[src/rtl/fdet_pkg.sv]
// Shared speed codes, detector states and default half-period timing for the PWM frequency detector.
// Pure declarations; no logic, latency or flow control.
package fdet_pkg;

    typedef enum logic [1:0] {
        IDLE   = 2'd0,
        MEAS   = 2'd1,
        LOCKED = 2'd2
    } fdet_state_e;

    // Code bit 1 drives speed1 and code bit 0 drives speed2.
    localparam logic [1:0] CODE_10 = 2'b10;
    localparam logic [1:0] CODE_00 = 2'b00;
    localparam logic [1:0] CODE_01 = 2'b01;
    localparam logic [1:0] CODE_11 = 2'b11;

    localparam int DEF_CNT_W    = 16;
    localparam int DEF_HP_10    = 5;
    localparam int DEF_HP_00    = 25;
    localparam int DEF_HP_01    = 125;
    localparam int DEF_HP_11    = 25525;
    localparam int DEF_TOL      = 1;
    localparam int DEF_LOCK_CNT = 4;
    localparam int DEF_TIMEOUT  = 32767;

endpackage

[src/rtl/fdet_sync_edge.sv]
// Two-flop synchronizer plus a delay flop; flags any level change on the synchronized input.
// Edge is valid 2 clk50 edges after the input changes; no backpressure.
module fdet_sync_edge (
    input  logic clk50,
    input  logic rst_n,
    input  logic pwm_i,
    output logic edge_o,
    output logic level_o
);

    logic s1_q;
    logic s2_q;
    logic dly_q;

    always_ff @(posedge clk50 or negedge rst_n) begin
        if (!rst_n) begin
            s1_q  <= 1'b0;
            s2_q  <= 1'b0;
            dly_q <= 1'b0;
        end else begin
            s1_q  <= pwm_i;
            s2_q  <= s1_q;
            dly_q <= s2_q;
        end
    end

    assign edge_o  = s2_q ^ dly_q;
    assign level_o = s2_q;

endmodule

[src/rtl/pwm_freq_detect.sv]
// Measures the half-period of pwm_in in clk50 cycles and decodes/locks the 2-bit speed code; optional chg_irq under FDET_CHANGE_IRQ_EN.
// meas/meas_valid register 3 clk50 edges after pwm_in changes; free-running sink, no backpressure.
module pwm_freq_detect
    import fdet_pkg::*;
#(
    parameter int CNT_W    = DEF_CNT_W,
    parameter int HP_10    = DEF_HP_10,
    parameter int HP_00    = DEF_HP_00,
    parameter int HP_01    = DEF_HP_01,
    parameter int HP_11    = DEF_HP_11,
    parameter int TOL      = DEF_TOL,
    parameter int LOCK_CNT = DEF_LOCK_CNT,
    parameter int TIMEOUT  = DEF_TIMEOUT
) (
    input  logic             clk50,
    input  logic             rst_n,
    input  logic             pwm_in,
    output logic             speed1,
    output logic             speed2,
    output logic             locked,
    output logic [CNT_W-1:0] meas,
    output logic             meas_valid,
    output logic             stall
`ifdef FDET_CHANGE_IRQ_EN
    ,
    output logic             chg_irq
`endif
);

    localparam int              MC_W    = $clog2(LOCK_CNT + 1);
    localparam logic [CNT_W-1:0] CNT_MAX = '1;
    localparam logic [CNT_W-1:0] TO_VAL  = CNT_W'(TIMEOUT);
    localparam logic [MC_W-1:0]  LOCK_N  = MC_W'(LOCK_CNT);

    logic edge_w;
    logic pwm_lvl_unused;

    fdet_sync_edge u_sync (
        .clk50   (clk50),
        .rst_n   (rst_n),
        .pwm_i   (pwm_in),
        .edge_o  (edge_w),
        .level_o (pwm_lvl_unused)
    );

    fdet_state_e      state_q, state_d;
    logic [CNT_W-1:0] cnt_q, cnt_d;
    logic [CNT_W-1:0] meas_q, meas_d;
    logic             mvld_q, mvld_d;
    logic [1:0]       cand_q, cand_d;
    logic [MC_W-1:0]  mcnt_q, mcnt_d;
    logic [1:0]       spd_q, spd_d;
    logic             locked_q, locked_d;
    logic             stall_q, stall_d;

    // One extra bit of signed headroom keeps |v - hp| exact for any counter value.
    function automatic logic near(input logic [CNT_W-1:0] v, input int hp);
        logic signed [CNT_W:0] diff;
        diff = $signed({1'b0, v}) - $signed((CNT_W+1)'(hp));
        return (diff <= $signed((CNT_W+1)'(TOL))) && (diff >= -$signed((CNT_W+1)'(TOL)));
    endfunction

    logic       hit;
    logic [1:0] code;

    always_comb begin
        hit  = 1'b1;
        code = CODE_00;
        if      (near(cnt_q, HP_10)) code = CODE_10;
        else if (near(cnt_q, HP_00)) code = CODE_00;
        else if (near(cnt_q, HP_01)) code = CODE_01;
        else if (near(cnt_q, HP_11)) code = CODE_11;
        else                         hit  = 1'b0;
    end

    always_comb begin
        state_d  = state_q;
        cnt_d    = cnt_q;
        meas_d   = meas_q;
        mvld_d   = 1'b0;
        cand_d   = cand_q;
        mcnt_d   = mcnt_q;
        spd_d    = spd_q;
        locked_d = locked_q;
        stall_d  = stall_q;

        if (edge_w)                cnt_d = CNT_W'(1);
        else if (cnt_q != CNT_MAX) cnt_d = cnt_q + 1'b1;

        // An edge always wins over a coincident timeout.
        if (edge_w) begin
            stall_d = 1'b0;
            if (state_q == IDLE) begin
                state_d = MEAS;
            end else begin
                meas_d = cnt_q;
                mvld_d = 1'b1;
                if (!hit) begin
                    mcnt_d   = '0;
                    locked_d = 1'b0;
                    state_d  = MEAS;
                end else if (state_q == LOCKED) begin
                    if (code != spd_q) begin
                        locked_d = 1'b0;
                        state_d  = MEAS;
                        cand_d   = code;
                        mcnt_d   = MC_W'(1);
                    end
                end else begin
                    cand_d = code;
                    mcnt_d = (code == cand_q) ? mcnt_q + 1'b1 : MC_W'(1);
                    if (mcnt_d == LOCK_N) begin
                        state_d  = LOCKED;
                        locked_d = 1'b1;
                        spd_d    = code;
                    end
                end
            end
        end else if (cnt_q == TO_VAL) begin
            stall_d  = 1'b1;
            locked_d = 1'b0;
            state_d  = IDLE;
            mcnt_d   = '0;
        end
    end

    always_ff @(posedge clk50 or negedge rst_n) begin
        if (!rst_n) begin
            state_q  <= IDLE;
            cnt_q    <= CNT_W'(1);
            meas_q   <= '0;
            mvld_q   <= 1'b0;
            cand_q   <= CODE_00;
            mcnt_q   <= '0;
            spd_q    <= CODE_00;
            locked_q <= 1'b0;
            stall_q  <= 1'b0;
        end else begin
            state_q  <= state_d;
            cnt_q    <= cnt_d;
            meas_q   <= meas_d;
            mvld_q   <= mvld_d;
            cand_q   <= cand_d;
            mcnt_q   <= mcnt_d;
            spd_q    <= spd_d;
            locked_q <= locked_d;
            stall_q  <= stall_d;
        end
    end

`ifdef FDET_CHANGE_IRQ_EN
    // The very first lock after reset counts as a lock to a new code.
    logic ever_q;
    logic chg_q, chg_d;

    always_comb begin
        chg_d = (locked_q & ~locked_d) |
                (~locked_q & locked_d & (~ever_q | (spd_d != spd_q)));
    end

    always_ff @(posedge clk50 or negedge rst_n) begin
        if (!rst_n) begin
            ever_q <= 1'b0;
            chg_q  <= 1'b0;
        end else begin
            ever_q <= ever_q | locked_d;
            chg_q  <= chg_d;
        end
    end

    assign chg_irq = chg_q;
`endif

    assign speed1     = spd_q[1];
    assign speed2     = spd_q[0];
    assign locked     = locked_q;
    assign meas       = meas_q;
    assign meas_valid = mvld_q;
    assign stall      = stall_q;

endmodule

[config.mk]
export PLATFORM = sky130hd
export DESIGN_NAME = pwm_freq_detect
export DESIGN_NICKNAME = d
export VERILOG_FILES = /design/src/rtl/fdet_pkg.sv /design/src/rtl/fdet_sync_edge.sv /design/src/rtl/pwm_freq_detect.sv
export SDC_FILE = /design/constraint.sdc
export NUM_CORES = 1
export LEC_CHECK = 0
export ABC_AREA = 1
export BUFFER_PORTS_ARGS = -buffer_cell sky130_fd_sc_hd__clkbuf_2
export CORE_MARGIN = 2
export CORE_UTILIZATION = 30
export CTS_CLUSTER_SIZE = 25
export DETAILED_ROUTE_END_ITERATION = 10
export GPL_TIMING_DRIVEN = 0
export REMOVE_ABC_BUFFERS = 1
export SYNTH_ARGS = -nofsm -noshare
export SYNTH_HDL_FRONTEND = slang
export SYNTH_SLANG_ARGS = --single-unit
[constraint.sdc]
create_clock -name clk50 -period 5.9 [get_ports clk50]
set_input_delay 0.59 -clock clk50 [delete_from_list [all_inputs] [get_ports clk50]]
set_output_delay 0.59 -clock clk50 [all_outputs]
set_load 0.05 [all_outputs]
## Word-level counts from Yosys, hierarchy flattened

Cells that the tools add are included.

| storage, ports and cells | value |
|---|---|
| register bits after elaboration | 47 |
| input port bits | 3 |
| logic and storage cells | 91 |

| cells by class | value |
|---|---|
| $add $sub $neg | 6 |
| magnitude comparators | 8 |
| eq/ne operators | 12 |
| mux-type cells | 37 |
| bitwise gates (word level) | 3 |
| reduce and logical (&&, ||, !) cells | 13 |

Operator list:

| kind | number |
|---|---|
| $ge A17 B1 Y1 const B | 4 |
| $le A17 B2 Y1 const B | 4 |
| $mux W16 | 2 |
| $mux W2 | 13 |
| $mux W3 | 7 |
| $sub A16 B15 Y17 const B | 1 |
| $sub A16 B3 Y17 const B | 1 |
| $sub A16 B5 Y17 const B | 1 |
| $sub A16 B7 Y17 const B | 1 |
| $add A16 B1 Y16 const B | 1 |
| $eq A16 B15 Y1 const B | 1 |
| $ne A16 B16 Y1 const B | 1 |
| $mux W1 | 15 |
| $reduce_and A4 Y1 | 2 |
| $reduce_and A3 Y1 | 2 |
| $ne A5 B2 Y1 const B | 1 |
| $ne A5 B4 Y1 const B | 1 |
| $reduce_and A5 Y1 | 1 |
| $logic_and A1 B1 Y1 | 4 |
| $ne A4 B2 Y1 const B | 1 |
| $ne A4 B3 Y1 const B | 1 |
| $reduce_bool A2 Y1 | 2 |
| $add A3 B1 Y3 const B | 1 |
| $eq A3 B3 Y1 const B | 1 |
| 9 further kinds | 10 |

## Depth between registers and ports, before layout

| logic depth | value |
|---|---|
| depth in word-level cells | 15 |
| mapped depth | 32 |
| depth with buffers taken out | 32 |

## Modules after synthesis

From an unflattened synthesis, not the netlist that was laid out.

| second synthesis, totals | value |
|---|---|
| cell total of the unflattened synthesis | 698 |
| area, all modules | 4,396.7 um^2 |

Modules (own cells, without submodules):

| module | times used | cells each | area an instance (um^2) | sequential area each (um^2) |
|---|---|---|---|---|
| pwm_freq_detect | 1 | 690 | 4,302.9 | 1,102.3 |
| fdet_sync_edge | 1 | 8 | 93.8 | 75.1 |

## Least setup slack after synthesis

Ideal clock, no wire load.

| timing | value |
|---|---|
| path kind | register to register |
| start | reg cnt_q[0] |
| end | reg state_q[1] |
| library setup time | 0.120 ns |
| data arrival time | 3.248 ns |
| setup slack | 2.532 ns |
| cell stages (with the launch flop) | 32 |
| buffers on the path | 0 |
| cells stage by stage | dfstp_2 inv_1 ha_1 inv_2 nand2_1 nand2_1 nand2_1 nand2_1 nand3_1 nor2_1 nand2_1 nor2_2 nand3_1 inv_1 ha_1 nand3b_1 nand2_1 inv_1 nand2_1 nand3b_1 nand2_2 nand2_1 inv_2 nand2_2 nand2_1 nand2_2 nor2_4 nand3_1 nand2_1 nand2_1 nand2_1 nand2_1 |

| on the way | value |
|---|---|
| cells in the longest elaborated chain, start to end | 12 |
| elaborated cells on any way between the ends | 36 |
| classes of those cells | 4 x add/sub; 8 x order compare; 6 x eq/ne; 12 x mux; 6 x reduce/logical |

RTL lines:

| what | RTL line | text |
|---|---|---|
| start: declaration | pwm_freq_detect.sv:47 | `logic [CNT_W-1:0] cnt_q, cnt_d;` |
| start signal: assignment | pwm_freq_detect.sv:140 | `cnt_q <= cnt_d;` |
| $sub A16 B15 Y17 | pwm_freq_detect.sv:59 | `diff = $signed({1'b0, v}) - $signed((CNT_W+1)'(hp));` |
| $le A17 B2 Y1 or $ge A17 B1 Y1 (tied branches) | pwm_freq_detect.sv:60 | `return (diff <= $signed((CNT_W+1)'(TOL))) && (diff >= -$signed((CNT_W+1)'(TOL)));` |
| $logic_and A1 B1 Y1 | pwm_freq_detect.sv:60 |  |
| $mux W2 | pwm_freq_detect.sv:72 | `else if (near(cnt_q, HP_11)) code = CODE_11;` |
| $mux W2 | pwm_freq_detect.sv:71 | `else if (near(cnt_q, HP_01)) code = CODE_01;` |
| $mux W2 | pwm_freq_detect.sv:70 | `else if (near(cnt_q, HP_00)) code = CODE_00;` |
| $mux W2 | pwm_freq_detect.sv:69 | `if (near(cnt_q, HP_10)) code = CODE_10;` |
| $eq A2 B2 Y1 | pwm_freq_detect.sv:111 | `mcnt_d = (code == cand_q) ? mcnt_q + 1'b1 : MC_W'(1);` |
| $mux W3 | pwm_freq_detect.sv:111 |  |
| $eq A3 B3 Y1 | pwm_freq_detect.sv:112 | `if (mcnt_d == LOCK_N) begin` |
| $ne A5 B2 Y1 (no source line) | - |  |
| $reduce_and A3 Y1 (no source line) | - |  |
| end signal: assignment | pwm_freq_detect.sv:139 | `state_q <= state_d;` |
| end: declaration | pwm_freq_detect.sv:46 | `fdet_state_e state_q, state_d;` |

Parallel ways exist; a longest one is shown, timed or not.
A chain may end at the register's enable or synchronous reset.

## Worst setup path in the final report

Same ends and word-level chain as after synthesis.

==> impl_metrics.py <==
metrics = {
    "placement": {
        "port_buffers": 23,
        "dp_slack_ps": 1975,
        "globalplace.congestion": 0.9197,
        "place_area_sq_mm": 0.004713,
        "hpwl_um": 9656,
    },
    "synth": {
        "synth_edf_count": 0,
        "synth_common_cells": "nand2_1, nand3_1, nor2_1",
        "synth_area_per_cell_sq_um": 6.154,
        "ys_seq_elements": 47,
        "synth.top_cell.area_share_pct": 25.41,
        "yosys_warnings": 0,
        "yosysTopAreaCell": "dfrtp_1",
        "synth-seq-area-share_pct": 25.99,
        "ys_types": 40,
        "syn_area_sq_mm": 0.004529,
        "syn_inst": 736,
        "yosysMostFrequentCell": "nand2_1",
        "synth-main-ff-cell": "dfrtp_1",
        "async_reset_ff_share_pct": 100.0,
        "synth_area_leaders": "dfrtp_1, nand2_1, nand3_1",
    },
    "clock_tree": {
        "numCtsBuffers": 5,
        "holdBufCountCts": 0,
        "cts_tree": "done",
        "clkLatencyLatePin_ps": 290,
        "cts_resized": 0,
        "cts.sinks": 47,
        "cts-htree-levels": 2,
        "clock_path_buffers": 2,
        "cts.reportedPaths.clkPinSlew_ps": 60,
        "cts_setup_buffers": 0,
        "root_buffer": "clkbuf_16",
    },
    "sta": {
        "fin_crit_ps": 3950,
        "rsz0062_at_grt": "false",
        "timing.fmax_ghz": 0.2532,
        "setup_viol": 0,
        "fin_skew_ps": 3.465,
        "setup_tns_ps": 0,
        "hold_viol": 0,
        "holdWs_ps": 201.6,
        "worstMarginPinSlew_ps": 807.9,
        "layout_setup_ws_ps": 1950,
        "min_period_over_period_pct": 66.95,
        "relSlewSlack_pct": 46.08,
        "drv_slew": 0,
    },
    "route": {
        "drc": 0,
        "wirelength_um": 12470,
        "ant_nets": 0,
        "firstDrtPassIters": 7,
        "routedWlPerCell_um": 13.40,
        "via_per_inst": 4.948,
        "drt_iter0_drc": 315,
        "vias": 4607,
    },
    "global_routing": {
        "grt_pass1_vias": 4382,
        "grt_pass1_wl_um": 21520,
        "grt_use_total_pct": 16.42,
        "antenna_found_initial": 0,
        "grt_max_degree": 48,
        "grt-ovfl-total": 0,
    },
    "min_path": {
        "hp-class": "primary input to async pin",
    },
    "job": {
        "maxCapViolCount": 0,
    },
    "floorplan": {
        "die-area_sq_mm": 0.01610,
        "die_x_um": 126.9,
        "start_util_pct": 30.93,
        "rows": 44,
        "die_h_um": 126.9,
        "pin_count": 24,
        "core_area_sq_mm": 0.01464,
    },
    "critical_path": {
        "critical-path-slowest-cell": "dfstp_2",
        "arrival_ps": 4130,
        "end_kind": "register",
        "cp_common_cell": "nand2_1",
        "setup.worst_path.class": "register to register",
        "critical-path-max-stage-delay_ps": 580,
        "setup.worst_path.start_class": "register",
        "required_ps": 6080,
        "critPathMaxFanout": 8,
    },
    "power_and_ir_drop": {
        "fin_total_pwr_mw": 0.8948,
        "ir_drop_mv": 0.2173,
        "p_leak_nw": 2.678,
        "p_per_area_mw_per_mm2": 182.5,
    },
    "cells_and_area": {
        "drive_gt1_share_pct": 15.80,
        "antennaDiodeCount": 0,
        "fin_area_sq_mm": 0.004902,
        "area_growth_pct": 8.232,
        "final_nets": 757,
    },
    "outcome": {
        "status": "finished, final reports clean",
    },
}
## critical path, delay by kind of cell, from the launching register on
family	cells	cell delay (ps)
and+or+nand+nor	24	2320
DFF	1	580
adders and majority gates	2	520
buffers and inverters	5	400
## state kept, by name, indices dropped and copies added, names as in the netlist
name,cells
cnt_q,16
meas,16
mcnt_q,3
cand_q,2
spd_q,2
state_q,2
locked,1
meas_valid,1
stall,1
u_sync.dly_q,1
u_sync.level_o,1
u_sync.s1_q,1
## kinds of logic (layout without fill, tap and decap cells)
logic type / after synthesis / after routing / synth area share, %
AND/OR/NAND/NOR: 516 / 516 / 52.85
adder cells (fa/ha/maj): 8 / 8 / 2.210
XOR/XNOR: 6 / 6 / 1.160
AO/OA/AOI/OAI: 59 / 59 / 7.487
flip-flops: 47 / 47 / 25.99
buffers and inverters: 100 / 111 / 10.30
## path summary, 6_finish.rpt
path	depth (start not counted)	from	endpoint	slack, ps
max in group asynchronous	2	rst_n	cnt_q[0]	5120
min in group clk50	0	u_sync.s1_q	u_sync.level_o	350
min	1	rst_n	spd_q[0]	200
min reg2reg	0	u_sync.s1_q	u_sync.level_o	350
max reg2reg	31	cnt_q[0]	state_q[1]	1950
max	31	cnt_q[0]	state_q[1]	1950
## layer usage
metal  GRT usage, %  routed length [um]
met3          1.434                 637
met4          5.818                 327
met2          26.31                5615
met5              0                   0
met1          23.18                5893
## area by class of cell
class	instances	area [sq um]
Clock inverter	3	43.79
Fill cell	1662	9742
Clock buffer	5	125.1
Sequential cell	47	1177
Tap cell	184	230.2
Multi-Input combinational cell	589	2885
Inverter	79	305.3
Timing Repair Buffer	24	135.1
## through the flow
stage | cells | utilization (%)
after floorplan | 715 | -
after global placement | 922 | 32.19
after detailed placement | 922 | 32.19
after CTS | 930 | 33.34
after global routing | 931 | 33.48
final | 931 | 33.48
## layout by cell type, fill, tap and decap left out, types with 2 or more instances in the layout
cell,instances
a211oi_1,4
a21oi_1,17
a221oi_1,3
clkbuf_16,5
clkbuf_2,23
clkinv_1,4
clkinv_2,2
dfrtp_1,46
ha_1,8
inv_1,57
inv_2,14
inv_4,3
nand2_1,252
nand2_2,23
nand2_4,7
nand3_1,83
nand3_2,4
nand3b_1,3
nand4_1,17
nor2_1,81
nor2_2,19
nor2_4,7
nor3_1,14
o21ai_0,27
o21ai_1,4
xor2_1,6
## report_power, final
group	total [mW]	switching [mW]	internal, mW
sequential	0.355	0.0147	0.340
combinational	0.220	0.157	0.0625
clock	0.320	0.121	0.200
No activity file was read; power rests on OpenSTA's default activity.
